`config.mk`:
```
export PLATFORM = sky130hd
export DESIGN_NAME = fighter_player_ctrl_flat
export DESIGN_NICKNAME = d
export VERILOG_FILES = /design/src/rtl/fighter_pkg.sv /design/src/rtl/fighter_player_ctrl_if.sv /design/src/rtl/fighter_timer.sv /design/src/rtl/fighter_player_ctrl.sv /design/src/flat_wrapper.sv
export SDC_FILE = /design/constraint.sdc
export NUM_CORES = 1
export LEC_CHECK = 0
export BUFFER_PORTS_ARGS = -buffer_cell sky130_fd_sc_hd__buf_4
export CAP_MARGIN = 0
export CORE_ASPECT_RATIO = 0.9
export CORE_MARGIN = 4
export CORE_UTILIZATION = 50
export CTS_CLUSTER_SIZE = 12
export DETAILED_ROUTE_END_ITERATION = 8
export PLACE_DENSITY = 0.84
export SLEW_MARGIN = 20
export SYNTH_ARGS = -nofsm -noshare
export SYNTH_HDL_FRONTEND = slang
export SYNTH_SLANG_ARGS = --single-unit
```
`constraint.sdc`:
```
create_clock -name clk -period 1.9 [get_ports clk]
set_input_delay 0.38 -clock clk [delete_from_list [all_inputs] [get_ports clk]]
set_output_delay 0.38 -clock clk [all_outputs]
set_load 0.1 [all_outputs]
```
`src/rtl/fighter_pkg.sv`:
```
// Shared definitions for the fighting-game player controller: action codes,
// controller states and the position distance helper.
package fighter_pkg;

  localparam int unsigned ACT_W  = 3;
  localparam int unsigned DIST_W = 16;

  localparam logic [ACT_W-1:0] KICK  = 3'b000;
  localparam logic [ACT_W-1:0] PUNCH = 3'b001;
  localparam logic [ACT_W-1:0] WAIT  = 3'b010;
  localparam logic [ACT_W-1:0] JUMP  = 3'b011;
  localparam logic [ACT_W-1:0] LEFT  = 3'b100;
  localparam logic [ACT_W-1:0] RIGHT = 3'b101;

  typedef enum logic [1:0] {
    ST_IDLE = 2'd0,
    ST_JUMP = 2'd1,
    ST_COOL = 2'd2,
    ST_KO   = 2'd3
  } state_t;

  // Unsigned |a-b|; callers truncate to their own position width + 1.
  function automatic logic [DIST_W-1:0] abs_diff(input logic [DIST_W-1:0] a,
                                                 input logic [DIST_W-1:0] b);
    return (a > b) ? (a - b) : (b - a);
  endfunction

endpackage

```
`src/rtl/fighter_player_ctrl_if.sv`:
```
// Action/opponent inputs and player status outputs of one fighter controller.
interface fighter_player_ctrl_if #(
  parameter int unsigned POS_W    = 2,
  parameter int unsigned HEALTH_W = 2
) ();
  import fighter_pkg::*;

  logic                act_valid;
  logic [ACT_W-1:0]    act;
  logic [POS_W-1:0]    opp_pos;
  logic                opp_airborne;
  logic                hit_in;
  logic [HEALTH_W-1:0] hit_dmg;

  logic [POS_W-1:0]    pos;
  logic                airborne;
  logic                busy;
  logic                strike;
  logic [HEALTH_W-1:0] strike_dmg;
  logic [HEALTH_W-1:0] health;
  logic                ko;

  modport master (
    output act_valid, act, opp_pos, opp_airborne, hit_in, hit_dmg,
    input  pos, airborne, busy, strike, strike_dmg, health, ko
  );

  modport slave (
    input  act_valid, act, opp_pos, opp_airborne, hit_in, hit_dmg,
    output pos, airborne, busy, strike, strike_dmg, health, ko
  );

endinterface

```
`src/rtl/fighter_timer.sv`:
```
// Loadable down-counter shared by the jump window and the attack cooldown.
module fighter_timer #(
  parameter int unsigned W = 2
) (
  input  logic         clk,
  input  logic         rst,
  input  logic         i_load,
  input  logic [W-1:0] i_load_val,
  output logic         o_done_c
);

  logic [W-1:0] r_cnt;

  always_ff @(posedge clk or posedge rst) begin
    if (rst) begin
      r_cnt <= '0;
    end else if (i_load) begin
      r_cnt <= i_load_val;
    end else if (r_cnt != '0) begin
      r_cnt <= r_cnt - W'(1);
    end
  end

  // High during the final cycle of the loaded interval.
  assign o_done_c = (r_cnt <= W'(1));

endmodule

```
`src/rtl/fighter_player_ctrl.sv`:
```
// Per-player controller: action decode, 1-D movement with blocking, jump and
// attack timing, strike generation, saturating health and sticky knockout.
module fighter_player_ctrl #(
  parameter int unsigned HEALTH_W     = 2,
  parameter int unsigned HEALTH_INIT  = 3,
  parameter int unsigned NUM_POS      = 3,
  parameter int unsigned START_POS    = 0,
  parameter int unsigned PUNCH_RANGE  = 1,
  parameter int unsigned KICK_RANGE   = 2,
  parameter int unsigned PUNCH_DMG    = 1,
  parameter int unsigned KICK_DMG     = 2,
  parameter int unsigned JUMP_CYCLES  = 2,
  parameter int unsigned ATK_COOLDOWN = 1
) (
  input  logic                 clk,
  input  logic                 rst,
  fighter_player_ctrl_if.slave bus
);
  import fighter_pkg::*;

  localparam int unsigned POS_W   = (NUM_POS > 2) ? $clog2(NUM_POS) : 1;
  localparam int unsigned CNT_MAX = (JUMP_CYCLES > ATK_COOLDOWN) ? JUMP_CYCLES : ATK_COOLDOWN;
  localparam int unsigned CNT_W   = $clog2(CNT_MAX + 1);

  state_t              r_state;
  state_t              w_state_nxt;
  logic [POS_W-1:0]    r_pos;
  logic [POS_W-1:0]    w_pos_nxt;
  logic [HEALTH_W-1:0] r_health;
  logic [HEALTH_W-1:0] w_health_nxt;
  logic                r_airborne;
  logic                r_busy;
  logic                r_strike;
  logic                r_ko;
  logic [HEALTH_W-1:0] r_strike_dmg;
  logic                w_strike_nxt;
  logic [HEALTH_W-1:0] w_strike_dmg_nxt;

  logic                w_tmr_load;
  logic [CNT_W-1:0]    w_tmr_val;
  logic                w_tmr_done;

  logic [POS_W:0]      w_dist;
  logic [HEALTH_W:0]   w_health_diff;
  logic                w_hit_ok;

  fighter_timer #(
    .W (CNT_W)
  ) u_timer (
    .clk        (clk),
    .rst        (rst),
    .i_load     (w_tmr_load),
    .i_load_val (w_tmr_val),
    .o_done_c   (w_tmr_done)
  );

  assign w_dist        = (POS_W+1)'(abs_diff(DIST_W'(r_pos), DIST_W'(bus.opp_pos)));
  // One extra bit so an over-large hit shows up as a borrow.
  assign w_health_diff = {1'b0, r_health} - {1'b0, bus.hit_dmg};
  assign w_hit_ok      = bus.hit_in & ~r_airborne & ~r_ko;

  always_comb begin
    w_state_nxt      = r_state;
    w_pos_nxt        = r_pos;
    w_health_nxt     = r_health;
    w_strike_nxt     = 1'b0;
    w_strike_dmg_nxt = '0;
    w_tmr_load       = 1'b0;
    w_tmr_val        = '0;

    case (r_state)
      ST_IDLE: begin
        if (bus.act_valid) begin
          case (bus.act)
            KICK, PUNCH: begin
              if (bus.act == KICK) begin
                w_strike_nxt = (32'(w_dist) <= KICK_RANGE) && !bus.opp_airborne;
                w_strike_dmg_nxt = w_strike_nxt ? HEALTH_W'(KICK_DMG) : '0;
              end else begin
                w_strike_nxt = (32'(w_dist) <= PUNCH_RANGE) && !bus.opp_airborne;
                w_strike_dmg_nxt = w_strike_nxt ? HEALTH_W'(PUNCH_DMG) : '0;
              end
              if (ATK_COOLDOWN > 0) begin
                w_state_nxt = ST_COOL;
                w_tmr_load  = 1'b1;
                w_tmr_val   = CNT_W'(ATK_COOLDOWN);
              end
            end
            JUMP: begin
              w_state_nxt = ST_JUMP;
              w_tmr_load  = 1'b1;
              w_tmr_val   = CNT_W'(JUMP_CYCLES);
            end
            LEFT: begin
              if (r_pos != '0 && (r_pos - POS_W'(1)) != bus.opp_pos) begin
                w_pos_nxt = r_pos - POS_W'(1);
              end
            end
            RIGHT: begin
              if (r_pos != POS_W'(NUM_POS - 1) && (r_pos + POS_W'(1)) != bus.opp_pos) begin
                w_pos_nxt = r_pos + POS_W'(1);
              end
            end
            default: ;
          endcase
        end
      end
      ST_JUMP, ST_COOL: begin
        if (w_tmr_done) begin
          w_state_nxt = ST_IDLE;
        end
      end
      ST_KO: ;
      default: w_state_nxt = ST_IDLE;
    endcase

    // Incoming hit; knockout overrides any transition chosen above.
    if (w_hit_ok) begin
      if (w_health_diff[HEALTH_W] || w_health_diff[HEALTH_W-1:0] == '0) begin
        w_health_nxt = '0;
        w_state_nxt  = ST_KO;
      end else begin
        w_health_nxt = w_health_diff[HEALTH_W-1:0];
      end
    end
  end

  always_ff @(posedge clk or posedge rst) begin
    if (rst) begin
      r_state      <= ST_IDLE;
      r_pos        <= POS_W'(START_POS);
      r_health     <= HEALTH_W'(HEALTH_INIT);
      r_airborne   <= 1'b0;
      r_busy       <= 1'b0;
      r_strike     <= 1'b0;
      r_strike_dmg <= '0;
      r_ko         <= 1'b0;
    end else begin
      r_state      <= w_state_nxt;
      r_pos        <= w_pos_nxt;
      r_health     <= w_health_nxt;
      r_airborne   <= (w_state_nxt == ST_JUMP);
      r_busy       <= (w_state_nxt != ST_IDLE);
      r_strike     <= w_strike_nxt;
      r_strike_dmg <= w_strike_dmg_nxt;
      r_ko         <= (w_state_nxt == ST_KO);
    end
  end

  assign bus.pos        = r_pos;
  assign bus.airborne   = r_airborne;
  assign bus.busy       = r_busy;
  assign bus.strike     = r_strike;
  assign bus.strike_dmg = r_strike_dmg;
  assign bus.health     = r_health;
  assign bus.ko         = r_ko;

endmodule

```
`src/flat_wrapper.sv`:
```
// flat-port wrapper written by rule: the top's interface ports become plain ports
module fighter_player_ctrl_flat import fighter_pkg::*;
#(
  parameter int unsigned HEALTH_W     = 2,
  parameter int unsigned HEALTH_INIT  = 3,
  parameter int unsigned NUM_POS      = 3,
  parameter int unsigned START_POS    = 0,
  parameter int unsigned PUNCH_RANGE  = 1,
  parameter int unsigned KICK_RANGE   = 2,
  parameter int unsigned PUNCH_DMG    = 1,
  parameter int unsigned KICK_DMG     = 2,
  parameter int unsigned JUMP_CYCLES  = 2,
  parameter int unsigned ATK_COOLDOWN = 1
)
  (clk, rst, bus_act_valid, bus_act, bus_opp_pos, bus_opp_airborne, bus_hit_in, bus_hit_dmg, bus_pos, bus_airborne, bus_busy, bus_strike, bus_strike_dmg, bus_health, bus_ko);
  fighter_player_ctrl_if #(.POS_W(2), .HEALTH_W(HEALTH_W)) bus_i ();
  input  logic clk;
  input  logic rst;
  input wire logic [$bits(bus_i.act_valid)-1:0] bus_act_valid;
  input wire logic [$bits(bus_i.act)-1:0] bus_act;
  input wire logic [$bits(bus_i.opp_pos)-1:0] bus_opp_pos;
  input wire logic [$bits(bus_i.opp_airborne)-1:0] bus_opp_airborne;
  input wire logic [$bits(bus_i.hit_in)-1:0] bus_hit_in;
  input wire logic [$bits(bus_i.hit_dmg)-1:0] bus_hit_dmg;
  output wire logic [$bits(bus_i.pos)-1:0] bus_pos;
  output wire logic [$bits(bus_i.airborne)-1:0] bus_airborne;
  output wire logic [$bits(bus_i.busy)-1:0] bus_busy;
  output wire logic [$bits(bus_i.strike)-1:0] bus_strike;
  output wire logic [$bits(bus_i.strike_dmg)-1:0] bus_strike_dmg;
  output wire logic [$bits(bus_i.health)-1:0] bus_health;
  output wire logic [$bits(bus_i.ko)-1:0] bus_ko;
  assign bus_i.act_valid = bus_act_valid;
  assign bus_i.act = bus_act;
  assign bus_i.opp_pos = bus_opp_pos;
  assign bus_i.opp_airborne = bus_opp_airborne;
  assign bus_i.hit_in = bus_hit_in;
  assign bus_i.hit_dmg = bus_hit_dmg;
  assign bus_pos = bus_i.pos;
  assign bus_airborne = bus_i.airborne;
  assign bus_busy = bus_i.busy;
  assign bus_strike = bus_i.strike;
  assign bus_strike_dmg = bus_i.strike_dmg;
  assign bus_health = bus_i.health;
  assign bus_ko = bus_i.ko;
  fighter_player_ctrl #(.HEALTH_W(HEALTH_W), .HEALTH_INIT(HEALTH_INIT), .NUM_POS(NUM_POS), .START_POS(START_POS), .PUNCH_RANGE(PUNCH_RANGE), .KICK_RANGE(KICK_RANGE), .PUNCH_DMG(PUNCH_DMG), .KICK_DMG(KICK_DMG), .JUMP_CYCLES(JUMP_CYCLES), .ATK_COOLDOWN(ATK_COOLDOWN)) u_core (.clk(clk), .rst(rst), .bus(bus_i));
endmodule
```
After elaboration in Yosys (flattened, before gate mapping)
Index checks and enable logic that the tools add are counted.
{ "totals": {"word_cells": 83, "inputBits": 12, "mem_bits_ro": 0, "register_bits": 14, "latchBits": 0, "mem_count": 0, "output_inout_bits": 10, "ramBits": 0} }
{ "classes": {"div_mod_pow": 0, "multipliers": 0, "muxes": 29, "n_addsub": 6, "shifts": 0, "order_cmp": 4, "bitwise_logic": 4, "n_eq_ne": 13, "n_reduce_logical": 18} }
{ "ops": {"columns": ["cell", "count"], "rows": [
  ["2-to-1 mux 2 bit", 16],
  ["case mux 2 bit (2 select lines)", 4],
  ["nonzero test 2 bit", 5],
  ["subtractor 2 x 2 -> 3 bit", 3],
  ["2-to-1 mux 1 bit", 8],
  ["== test 3 bit, second input constant", 2],
  ["AND reduction 5 bit", 1],
  ["== test 2 x 1 -> 1 bit, second input constant", 2],
  ["== test 2 bit, second input constant", 2],
  ["logical AND 1 bit", 4],
  ["logical NOT 2 bit", 2],
  ["inequality test 2 x 1 -> 1 bit, second input constant", 2],
  ["inequality test 2 bit", 2],
  ["OR reduction 2 bit", 2],
  ["subtractor 2 x 1 -> 2 bit, second input constant", 2],
  ["== test 3 x 1 -> 1 bit, second input constant", 1],
  ["== test 3 x 2 -> 1 bit, second input constant", 1],
  ["less-or-equal comparator 3 x 1 -> 1 bit, second input constant", 1],
  ["less-or-equal comparator 3 x 2 -> 1 bit, second input constant", 1],
  ["logical NOT 3 bit", 1],
  ["2-to-1 mux 3 bit", 1],
  ["OR reduction 3 bit", 1],
  ["adder 2 x 1 -> 2 bit, second input constant", 1],
  ["bitwise AND 1 bit", 2],
  ["other kinds (6)", 7]
]} }

Longest topological paths before layout
{ "logic_depth": {"word_depth": 9, "ltp_mapped": 7} }

Modules after synthesis
A second synthesis with hierarchy kept.
{ "unflattened": {"hier_cells": 95, "hier_area_um2": 945.9} }
{ "by_module_without_submodules": {"columns": ["mod", "n_inst", "area_each_um2", "cells_each"], "rows": [
  ["fighter_player_ctrl", 1, 804.5, 80],
  ["fighter_timer", 1, 141.4, 15]
]} }

Worst setup path before layout
No wires, ideal clock.
{ "synth_path": {"path_kind": "register to register", "from": "register u_core.r_pos[0] (netlist: u_core.bus.pos[0])", "to": "register u_core.r_strike (netlist: u_core.bus.strike)", "setup_time_ps": 118, "arrival_time_ps": 2343, "path_slack_ps": -560, "stages_incl_launch_ff": 8, "cell_sequence": "dfrtp_1 inv_1 ha_1 fa_1 a21o_1 mux2_2 a21oi_1 nor2_1"} }
{ "synth_via": {"elab_chain_len": 8, "word_cells_on_any_way": 12, "classes_between": "2 x add/sub; 3 x order compare; 5 x mux; 2 x reduce/logical"} }
{ "synth_lines": {"columns": ["element", "line_no", "source"], "rows": [
  ["start, declared", "fighter_player_ctrl.sv:27", "logic [POS_W-1:0] r_pos;"],
  ["start signal, assigned", "fighter_player_ctrl.sv:131", "r_pos <= POS_W'(START_POS);"],
  ["start signal, assigned", "fighter_player_ctrl.sv:140", "r_pos <= w_pos_nxt;"],
  ["subtractor 2 x 2 -> 3 bit / greater-than comparator 2 bit (equally long branches)", "fighter_pkg.sv:25", "return (a > b) ? (a - b) : (b - a);"],
  ["2-to-1 mux 3 bit *", "fighter_pkg.sv:25", null],
  ["less-or-equal comparator 3 x 1 -> 1 bit / less-or-equal comparator 3 x 2 -> 1 bit (equally long branches)", "fighter_player_ctrl.sv:80, fighter_player_ctrl.sv:77", null],
  ["logical AND 1 bit (on tied branches)", "fighter_player_ctrl.sv:80, fighter_player_ctrl.sv:77", null],
  ["2-to-1 mux 1 bit *", "fighter_player_ctrl.sv:76", "if (bus.act == KICK) begin"],
  ["2-to-1 mux 1 bit *", "fighter_player_ctrl.sv:74", "case (bus.act)"],
  ["2-to-1 mux 1 bit *", "fighter_player_ctrl.sv:73", "if (bus.act_valid) begin"],
  ["2-to-1 mux 1 bit *", "fighter_player_ctrl.sv:71", "case (r_state)"],
  ["net u_core.w_strike_nxt", "fighter_player_ctrl.sv:36", "logic w_strike_nxt;"],
  ["end signal, assigned", "fighter_player_ctrl.sv:144", "r_strike <= w_strike_nxt;"],
  ["end, declared", "fighter_player_ctrl.sv:33", "logic r_strike;"]
]} }
The timed path passes the listed nets; every way through them passes the cells marked *.
A chain may end at the register's enable or synchronous reset.

Final worst setup path
{ "layout_path": {"from": "register u_core.r_health[0] (netlist: u_core.bus.health[0])", "to": "register u_core.r_busy (netlist: u_core.bus.busy)"} }
{ "layout_via": {"elab_chain_len": 6} }
{ "layout_lines": {"columns": ["element", "line_no", "source"], "rows": [
  ["start, declared", "fighter_player_ctrl.sv:29", "logic [HEALTH_W-1:0] r_health;"],
  ["start signal, assigned", "fighter_player_ctrl.sv:132", "r_health <= HEALTH_W'(HEALTH_INIT);"],
  ["start signal, assigned", "fighter_player_ctrl.sv:141", "r_health <= w_health_nxt;"],
  ["subtractor 2 x 2 -> 3 bit *", "fighter_player_ctrl.sv:59", "assign w_health_diff = {1'b0, r_health} - {1'b0, bus.hit_dmg};"],
  ["logical NOT 2 bit", "fighter_player_ctrl.sv:119", "if (w_health_diff[HEALTH_W] || w_health_diff[HEALTH_W-1:0] == '0) begin"],
  ["logical OR 1 bit *", "fighter_player_ctrl.sv:119", null],
  ["2-to-1 mux 2 bit *", "fighter_player_ctrl.sv:119", null],
  ["2-to-1 mux 2 bit *", "fighter_player_ctrl.sv:118", "if (w_hit_ok) begin"],
  ["nonzero test 2 bit *", "fighter_player_ctrl.sv:143", "r_busy <= (w_state_nxt != ST_IDLE);"],
  ["end signal, assigned", "fighter_player_ctrl.sv:143", null],
  ["end, declared", "fighter_player_ctrl.sv:32", "logic r_busy;"]
]} }
Mark *: on every way between the ends. The rest lies on a longest branch, timed or not.

==> results.txt <==
----------------------------------------------------
[STA]
  Smallest hold slack ... 0.110 ns
  Unrepaired setup endpoints after global routing ... false
  Post-route fraction of the period consumed by the critical path ... between 90% and 100%
  Minimum clock period after layout ... 1.80 ns
  Final-layout setup total negative slack ... 0 ns
  Slew of the pin with the lowest slew margin ... 0.508 ns
  Fmax ... 0.554 GHz
  Post-route worst setup slack ... 0.0957 ns
  Slew Limit Headroom ... 66.1%
  Worst clock skew on the final layout ... between 0.003 and 0.004 ns
  Final count of negative-setup-slack endpoints ... 0
  Hold violation count in the final report ... 0
  Pins over their slew limit ... 0

[Pwr]
  Leakage Power ... 0.582 nW
  Switching component of the power ... between 1 and 1.5 mW
  Relative contribution of sequential cells to total power ... approximately a quarter
  Comb power frac ... 66.2%
  Clock Power Share ... 9.9%
  Worst VDD drop ... 0.00102 V
  Total power density per cell area ... approximately 1800 nW/um^2
  Switching Fraction ... between 50% and 60%
  Internal power component ... 1.06 mW

[Clock network]
  Clock latency at the later pin of the worst-skew pair ... 0.29 ns
  Clock-pin slew reported for the worst setup and hold paths after clock tree synthesis ... 0.09 ns
  Number of buffers on the longest clock path ... 2
  Clock tree from TritonCTS ... built
  H-Tree Depth ... 1
  Postcts setup bufs ... 0
  Post-cts sizing count ... 0
  Root cell of the clock tree ... clkbuf_4
  Sinks on the clock net ... 14
  Cts bufs inserted ... 3

[Place]
  HPWL Detailed ... roughly 1.6 mm
  Post-placement worst setup slack ... 0.0779 ns
  I/O Buffers ... 21
  Instance area after placement ... 1170 um^2
  RePlAce Congestion ... 0.754

[Die]
  DIE WIDTH ... 53.6 um
  Die outline height ... just under 50 um
  Area inside the core boundary ... roughly 1700 um^2
  Initial Util ... 54.6%
  Total number of placement rows ... 14
  IO Pins ... 22
  Total Die Area ... approximately 2600 um^2

[Min path]
  Hold/Removal Path Class ... in -> async

[Critical path]
  Worst endpoint required time ... 2.07 ns
  Crit path max-delay cell type ... dfstp_4
  Kind of critical path ... reg -> reg
  Launching element type of the critical path ... flop
  CP max FO ... 3
  Max incr delay on CP ... 0.63 ns
  Worst reg2reg setup slack ... roughly 0.096 ns
  Crit end category ... flop
  Critical path arrival ... 1.97 ns
  Cells along the critical path ... inv_2 -> ha_4 -> fa_1 -> a21oi_2 -> or2_4 -> nand3_2

[Detailed routing]
  First drt pass iteration count ... 4
  Routed len/inst ... between 10 and 15 um
  Drt initial violations ... 12
  Routed Antenna Nets ... 0
  Total length of routed wires ... 1.89 mm
  Remaining DRCs ... 0
  Total number of vias ... approximately 720
  Avg Vias per Cell ... 5.20

[Synthesis]
  Number of flip-flops and latches in the synthesized netlist ... 14
  Number of enable flip-flop cells after synthesis ... 0
  Top FF cell, synth ... dfrtp_1
  Part of the Yosys area used for sequential elements ... 37.7%
  Syn Nets ... 116
  Most frequent cells after synthesis ... 12 x dfrtp_1, 12 x inv_1, 10 x ha_1
  Average footprint of a synthesized cell ... 10.3 um^2
  Netlist cell types ... 33
  Count of yosys warnings during synthesis ... 0
  Syn Std Cell Area ... 937 um^2
  Fraction of the mapped netlist area in compound gates ... between 10% and 20%
  Largest family of logic cells by synthesized area ... adder cells
  Gate Count Post-Synth ... 91
  Post-synthesis async set-or-reset flop share ... 100%
  XOR/XNOR Fraction of Synth Area ... roughly 4.7%
  Simple-gate share of the synthesized area ... 15.5%
  Largest area contributor in the synthesized netlist ... dfrtp_1
  Post-synthesis share of cell area spent on full adders, half adders and majority gates ... 19.8%
  Leading post-synthesis cells by cell area ... dfrtp_1 32%, ha_1 13%, fa_1 6.4%
  Share of the synthesized area in the top cell type ... between 30% and 40%
  Multiplexer fraction of the synthesized cell area ... 2.27%

[Global routing]
  Met1 Use GR ... 23.9%
  Initial antenna violation count ... 0
  First-pass GRT wire length ... 3.41 mm
  Via count of the first global-routing pass ... 739
  Routing layer with the top usage in global route ... met2
  Global routing met3 resource utilization ... 7.03%
  Overflow left after global routing ... 0
  Met2 routing resource usage after global routing ... 24.9%
  Global-route total usage across every layer ... 17.9%
  Pin count of the biggest net entering global routing ... 15

[Final layout]
  Footprint of the multi-input gates ... 563 um^2
  Layout Area Growth over Synthesis ... 28.3%
  Register Area ... 368 um^2
  Fin util ... 70.0%
  Fraction of final layout cells with drive strength greater than 1 ... a little over a third
  Layout fillers ... 147
  # diodes ... 0
  Non-Filler Cell Area, Final ... 1200 um^2
  Final-stage net count ... 140

[Job]
  Max-cap violation count ... 0

[Run status]
  Run status ... finished clean

----------------------------------------------------
-- flip-flops by register name (all words and copies together), names as in the netlist --
signal / count
u_core.bus.airborne: 1
u_core.bus.health: 2
u_core.bus.strike_dmg: 2
u_core.bus.pos: 2
u_core.r_state: 2
u_core.bus.strike: 1
u_core.bus.busy: 1
u_core.u_timer.r_cnt: 2
u_core.bus.ko: 1
-- layout make-up --
cell class                 instances  area share [%]
timing repair buffer              21            13.1
inverter                          12            3.95
tap                               24            2.50
clock buffer                       4            3.02
multi-input combinational         63            46.8
sequential                        14            30.6
-- routing by layer --
layer,wire (um),vias to the layer above
met2,903,18
met1,839,343
li1,-,350
met4,43,0
met3,106,6
met5,0,-
-- cells in the final DEF, fill, tap and decap left out, types with 2 or more instances in the layout --
master | netlist | routed
o21ai_2 | 2 | 2
a21o_1 | 2 | 2
ha_1 | 10 | 8
buf_4 | 0 | 21
nor2_1 | 6 | 6
nand2_1 | 8 | 8
nand4b_1 | 3 | 3
a21oi_1 | 4 | 3
o31ai_1 | 2 | 2
dfrtp_1 | 12 | 10
ha_4 | 0 | 2
inv_1 | 12 | 10
clkbuf_4 | 0 | 3
dfstp_4 | 0 | 2
dfrtp_4 | 0 | 2
xnor2_1 | 5 | 5
fa_1 | 3 | 2
-- power groups by stage --
stage / Sequential (mW) / Clock [mW] / Combinational, mW
2_1_floorplan: 0.969 / 0 / 0.739
3_3_place_gp: 0.530 / 0 / 1.40
3_5_place_dp: 0.537 / 0 / 1.46
4_1_cts: 0.531 / 0.225 / 1.47
5_1_grt: 0.549 / 0.239 / 1.60
6_report: 0.529 / 0.219 / 1.46
-- cells by family after synthesis --
| kind of cell | count (synthesis) |
|---|---|
| compound gates | 17 |
| buf+inv | 14 |
| fa+ha+maj | 13 |
| mux | 2 |
| simple gates | 26 |
| flops | 14 |
| xor+xnor | 5 |
-- worst paths after layout --
kind,from,to,cells after the start
worst max-delay path,u_core.bus.health[0],u_core.bus.busy,6
worst min-delay path,rst,u_core.bus.strike_dmg[0],2
worst max register to register,u_core.bus.health[0],u_core.bus.busy,6
worst min register to register,u_core.bus.pos[0],u_core.bus.pos[0],1
max in group asynchronous,rst,u_core.bus.pos[0],2
min in group clk,bus_act[0],u_core.bus.strike_dmg[1],2
-- critical path: cells and delay by family (launching register included) --
kind	cells	cell delay (ns)
flip-flops	1	0.63
adder cells (fa/ha/maj)	2	0.63
AND/OR/NAND/NOR	2	0.22
AO/OA/AOI/OAI	1	0.17
buffers and inverters	1	0.05
-- repair_timing --
item / 4_1_cts / 5_1_grt
endpoints found under the hold margin: 0 / 0
hold buffers: 0 / 0
endpoints found under the setup margin: 0 / 2
-- stage by stage --
step	cells	total power [mW]
2_1_floorplan	91	1.71
3_3_place_gp	134	1.94
3_5_place_dp	134	2.00
4_1_cts	138	2.23
5_1_grt	138	2.39
6_report	138	2.21
Power figures use the tool's default switching activity.
